$ cat config.mk
export PLATFORM = sky130hd
export DESIGN_NAME = reloj_display_scan
export DESIGN_NICKNAME = d
export VERILOG_FILES = /design/src/rtl/reloj_pkg.sv /design/src/rtl/seg7_decode.sv /design/src/rtl/reloj_display_scan.sv
export SDC_FILE = /design/constraint.sdc
export NUM_CORES = 1
export LEC_CHECK = 0
export ABC_AREA = 1
export BUFFER_PORTS_ARGS = -buffer_cell sky130_fd_sc_hd__buf_4
export CAP_MARGIN = 15
export CORE_ASPECT_RATIO = 0.6
export CORE_MARGIN = 2
export CORE_UTILIZATION = 52
export DETAILED_ROUTE_END_ITERATION = 10
export PLACE_DENSITY = 0.76
export SYNTH_ARGS = -nofsm -noshare
export SYNTH_HDL_FRONTEND = slang
export SYNTH_SLANG_ARGS = --single-unit
$ cat constraint.sdc
create_clock -name clk -period 1.8 [get_ports clk]
set_input_delay 0.27 -clock clk [delete_from_list [all_inputs] [get_ports clk]]
set_output_delay 0.27 -clock clk [all_outputs]
set_load 0.05 [all_outputs]
$ cat src/rtl/reloj_pkg.sv
// rtl/reloj_pkg.sv - shared constants and FSM state type for the clock display scanner
package reloj_pkg;

   localparam logic [2:0] DIG_US = 3'd0;
   localparam logic [2:0] DIG_DS = 3'd1;
   localparam logic [2:0] DIG_UM = 3'd2;
   localparam logic [2:0] DIG_DM = 3'd3;
   localparam logic [2:0] DIG_UH = 3'd4;
   localparam logic [2:0] DIG_DH = 3'd5;

   // segment order {g,f,e,d,c,b,a}, active-low
   localparam logic [6:0] SEG_BLANK = 7'b1111111;
   localparam logic [6:0] SEG_DASH  = 7'b0111111;
   localparam logic [6:0] SEG_0     = 7'b1000000;
   localparam logic [6:0] SEG_1     = 7'b1111001;
   localparam logic [6:0] SEG_2     = 7'b0100100;
   localparam logic [6:0] SEG_3     = 7'b0110000;
   localparam logic [6:0] SEG_4     = 7'b0011001;
   localparam logic [6:0] SEG_5     = 7'b0010010;
   localparam logic [6:0] SEG_6     = 7'b0000010;
   localparam logic [6:0] SEG_7     = 7'b1111000;
   localparam logic [6:0] SEG_8     = 7'b0000000;
   localparam logic [6:0] SEG_9     = 7'b0010000;

   typedef enum logic [1:0] {
      ADDR = 2'd0,
      CAPT = 2'd1,
      SHOW = 2'd2
   } scan_state_t;

endpackage

$ cat src/rtl/seg7_decode.sv
// rtl/seg7_decode.sv - combinational BCD nibble to active-low 7-segment lookup
module seg7_decode
   import reloj_pkg::*;
(
   input  logic [3:0] nib,
   output logic [6:0] seg
);

   always_comb begin
      seg = SEG_DASH;
      case (nib)
         4'd0:    seg = SEG_0;
         4'd1:    seg = SEG_1;
         4'd2:    seg = SEG_2;
         4'd3:    seg = SEG_3;
         4'd4:    seg = SEG_4;
         4'd5:    seg = SEG_5;
         4'd6:    seg = SEG_6;
         4'd7:    seg = SEG_7;
         4'd8:    seg = SEG_8;
         4'd9:    seg = SEG_9;
         default: seg = SEG_DASH;
      endcase
   end

endmodule

$ cat src/rtl/reloj_display_scan.sv
// rtl/reloj_display_scan.sv - 6-digit multiplexed 7-segment scanner reading the clock digit bus
// Optional: BLANK_LEADING_ZERO_EN darkens the tens-of-hours digit when it is zero.
module reloj_display_scan
   import reloj_pkg::*;
#(
   parameter int N_DIGITS = 6,
   parameter int SCAN_DIV = 50000,
   parameter int SETTLE   = 2
) (
   input  logic       clk,
   input  logic       rst_n,
   input  logic [3:0] BUS,
   output logic [2:0] direccion,
   output logic [6:0] seg,
   output logic       dp,
   output logic [5:0] an,
   output logic       slot_end
);

   localparam int CW = $clog2(SCAN_DIV);

   scan_state_t   state, nxt_state;
   logic [CW-1:0] cnt, nxt_cnt;
   logic [2:0]    idx, nxt_idx;
   logic [3:0]    nib, nxt_nib;
   logic [6:0]    dec_seg;
   logic          blank_lz;

   always_ff @(posedge clk or negedge rst_n) begin
      if (!rst_n) begin
         state <= ADDR;
         cnt   <= '0;
         idx   <= '0;
         nib   <= '0;
      end else begin
         state <= nxt_state;
         cnt   <= nxt_cnt;
         idx   <= nxt_idx;
         nib   <= nxt_nib;
      end
   end

   always_comb begin
      nxt_state = state;
      nxt_cnt   = cnt + 1'b1;
      nxt_idx   = idx;
      nxt_nib   = nib;
      case (state)
         ADDR: begin
            if (cnt == CW'(SETTLE - 1))
               nxt_state = CAPT;
         end
         CAPT: begin
            nxt_nib   = BUS;
            nxt_state = SHOW;
         end
         SHOW: begin
            if (cnt == CW'(SCAN_DIV - 1)) begin
               nxt_state = ADDR;
               nxt_cnt   = '0;
               nxt_idx   = (idx == 3'(N_DIGITS - 1)) ? 3'd0 : idx + 3'd1;
            end
         end
         default: begin
            nxt_state = ADDR;
            nxt_cnt   = '0;
         end
      endcase
   end

   // decode the nibble the next cycle will show, so seg/an/dp land on one edge
   seg7_decode u_dec (
      .nib (nxt_nib),
      .seg (dec_seg)
   );

`ifdef BLANK_LEADING_ZERO_EN
   assign blank_lz = (nxt_idx == DIG_DH) && (nxt_nib == 4'd0);
`else
   assign blank_lz = 1'b0;
`endif

   always_ff @(posedge clk or negedge rst_n) begin
      if (!rst_n) begin
         direccion <= '0;
         an        <= 6'b111111;
         seg       <= SEG_BLANK;
         dp        <= 1'b1;
         slot_end  <= 1'b0;
      end else begin
         direccion <= nxt_idx;
         slot_end  <= (nxt_state == SHOW) && (nxt_cnt == CW'(SCAN_DIV - 1));
         if (nxt_state == SHOW) begin
            an  <= blank_lz ? 6'b111111 : ~(6'b000001 << nxt_idx);
            seg <= blank_lz ? SEG_BLANK : dec_seg;
            dp  <= !((nxt_idx == DIG_UM) || (nxt_idx == DIG_UH));
         end else begin
            an  <= 6'b111111;
            seg <= SEG_BLANK;
            dp  <= 1'b1;
         end
      end
   end

endmodule
==> key figures <==
Worst setup path
  – Crit path top cell by count: nand2_1
  – Arr. time, crit path: 1.95 ns
  – Worst-path fanout max: 4
  – Critical Path Sink Type: register
  – Crit-path leading delay family: simple AND/OR/NAND/NOR gates
  – Crit path max-delay cell type: dfrtp_2
  – Worst setup path category: register to register
  – Slowest stage delay, CP: 0.43 ns
  – Crit path required time: 2.03 ns
  – Bufs and invs on worst path: 1
  – Worst setup SP type: register
  – Critical Path, Cell by Cell: ha_4 -> nand2_1 -> inv_2 -> nand3_2 -> nor2_4 -> nand2_1 -> nand2_1 -> nand2_1 -> nor2_1 -> nand3_1 -> nor2_1

CTS
  – Clock sinks: 40
  – Clock Latency Late Sink: 0.29 ns
  – H-tree lvl count: 2
  – Clk root buf: clkbuf_8
  – Clk buf depth: 2
  – TritonCTS clock tree: built
  – Total CTS buffers: 5
  – CTS clk-pin slew, worst paths: 0.08 ns

Route
  – Routed vias: 1742
  – DRT antenna net count: 0
  – # DRC: 3
  – Drt first pass iters: 10
  – Vias per std cell: 5.169
  – Routed WL per cell: 13.52 um
  – Drt first-iter violations: 154
  – Final wirelength: 4.555 mm

Synth
  – Compound-cell area share of the yosys netlist: 5.582%
  – Main combinational cell family by area after synthesis: simple AND/OR/NAND/NOR gates
  – Synth area leader: dfrtp_1
  – Top cells by area, synth: dfrtp_1 31%, dfstp_2 18%, nand2_1 10%, inv_1 6.1%, nor2_1 5.9%
  – Syn Std Cell Area: 2084 um2
  – Cell count after synthesis: 250
  – Most frequent cell after synthesis: nand2_1
  – Mux share of post-synthesis cell area: 0%
  – Syn Nets: 263
  – Top FF cell, synth: dfrtp_1
  – Sequential fraction of the synthesis area: 48.86%
  – #FFs+latches synth: 40
  – Area share of the largest cell type after synthesis: 31.21%
  – Post-Syn Area per Cell: 8.338 um2
  – Adder-cell share of the synthesized area: 4.202%
  – Simple-gate portion of the synthesized area: 31.63%
  – Post-Synth XOR/XNOR Area: 1.681%
  – Post-synthesis async set-or-reset flop share: 100.0%
  – Synth warn: 0
  – Number of enable flip-flop cells after synthesis: 0
  – Count of cell types in the netlist: 29
  – Post-synth top cells: 57 x nand2_1, 34 x inv_1, 33 x nor2_1, 26 x dfrtp_1, 18 x nand3_1

STA
  – Fin Setup TNS: 0 ns
  – WHS: 0.2653 ns
  – Final worst slack: 0.07653 ns
  – Fin crit share: 95.75%
  – Fin crit period: 1.723 ns
  – Final Setup Violations: 0
  – Slew HR: 67.46%
  – Post-Route Skew: 0.003542 ns
  – Slew Limit Fails: 0
  – Final Hold Vio Count: 0
  – Slew @ Worst Pin: 0.4882 ns
  – Fmax: 0.5802 GHz

Global route
  – Total gr overflow: 0
  – Global-route wire length before repair: 7.031 mm
  – Initial antenna violation count: 0
  – Largest net degree at the start of global routing: 41
  – Vias in the first global route: 1505
  – GRT Util Overall: 20.98%

Die
  – DIE HEIGHT: 53.04 um
  – Starting Density: 55.37%
  – Site Rows: 17
  – IO Count: 24
  – DIE AREA: 4547 um2
  – Chip width: 85.74 um
  – Total core area: 3765 um2

Final layout
  – Number of fill cells: 290
  – Fin nets: 302
  – Final Util: 68.30%
  – Area Overhead vs Synth: 23.35%
  – Design Area, Final: 2571 um2
  – Non-Filler Instances: 337
  – Antenna Diode Count: 0
  – Proportion of layout cells with a drive suffix above 1: 30.00%

Status
  – Status: finished with violations
  – Violated checks: design-rule violations

Flow run
  – Max cap viols: 0

Place
  – RD Place Congestion: 0.8856
  – Placed cells: 323
  – I/O Buffers: 23
  – Dpl hpwl: 3.148 mm
  – Post-place instance area: 2338 um2
  – Setup Slack @ Placement: 0.05260 ns

Power and ir drop
  – Leakage: 1.302 nW
  – Total power: 2.031 mW
  – PD cells: 789.7 nW/um2
  – VDD IR-drop max: 0.5046 mV

Min path
  – Hold crit path type: input port to register
path summary, 6_finish.rpt:
path	start	endpoint	slack, ns	cells past startpoint
hold reg to reg	direccion[1]	an[5]	0.57	2
setup / recovery	cnt[0]	slot_end	0.08	11
min in group asynchronous	rst_n	cnt[11]	0.49	2
setup reg to reg	cnt[0]	slot_end	0.08	11
hold / removal	BUS[1]	nib[1]	0.27	3
max in group asynchronous	rst_n	an[2]	0.94	2
sequential cells by signal, summed over array words and instances (netlist names):
name and cells:
state 2, nib 4, an 6, dp 1, seg 7, direccion 3, cnt 16, slot_end 1
where the power goes:
part | switching, mW | internal, mW | total, mW
registers | 0.00481 | 0.926 | 0.931
clock network | 0.311 | 0.637 | 0.948
logic | 0.107 | 0.0447 | 0.151
routing by layer:
layer  track usage [%]  up-vias  wire (um)
met3             5.772        9        372
met4             5.556        0         74
met5                 0        -          0
li1                  -      856          -
met2             30.21       84       1908
met1             31.07      793       2200
cell type report:
type	instances	area [um2]	share of cell area (%)
Multi-Input combinational cell	167	924.6	35.96
Timing Repair Buffer	33	250.2	9.732
Inverter	42	162.7	6.326
Clock buffer	6	93.84	3.650
Clock inverter	2	60.06	2.336
Tap cell	47	58.81	2.287
Sequential cell	40	1021	39.71
cell usage in the layout (no fill, tap or decap), types with 2 or more instances in the layout:
| cell type | count |
|---|---|
| nand2_1 | 57 |
| inv_1 | 34 |
| nor2_1 | 33 |
| buf_4 | 32 |
| dfrtp_1 | 24 |
| nand3_1 | 17 |
| dfstp_2 | 14 |
| inv_2 | 6 |
| ha_1 | 6 |
| nor2_4 | 5 |
| nand4_1 | 5 |
| a21oi_1 | 5 |
| o21ai_0 | 5 |
| clkbuf_8 | 5 |
| o21ai_1 | 4 |
| nand3_2 | 4 |
| o21ai_2 | 4 |
| nand2_2 | 3 |
| nor3_1 | 3 |
| nor2_2 | 3 |
| xnor2_1 | 3 |
| nand2_4 | 2 |
| bufinv_16 | 2 |
| dfrtp_2 | 2 |
cells by family (layout without fill, tap and decap cells):
logic type / count (synthesis) / after routing
and+or+nand+nor: 136 / 136
buffers and inverters: 43 / 83
DFF: 40 / 40
AOI/OAI and AO/OA: 20 / 20
adders and majority gates: 7 / 7
xor gates and xnor gates: 4 / 4
timing repair:
action,in CTS,in global routing
endpoints found under the hold margin,26,0
hold buffers,1,0
gates resized for setup,0,9
buffers inserted,0,5
endpoints found under the setup margin,0,29
worst register-to-register path: cells and delay by family, from the launching register on:
kind / cells / cell delay (ns)
fa+ha+maj: 1 / 0.17
flops: 1 / 0.43
buf+inv: 1 / 0.09
simple gates: 9 / 0.98
Power figures use the tool's default switching activity.
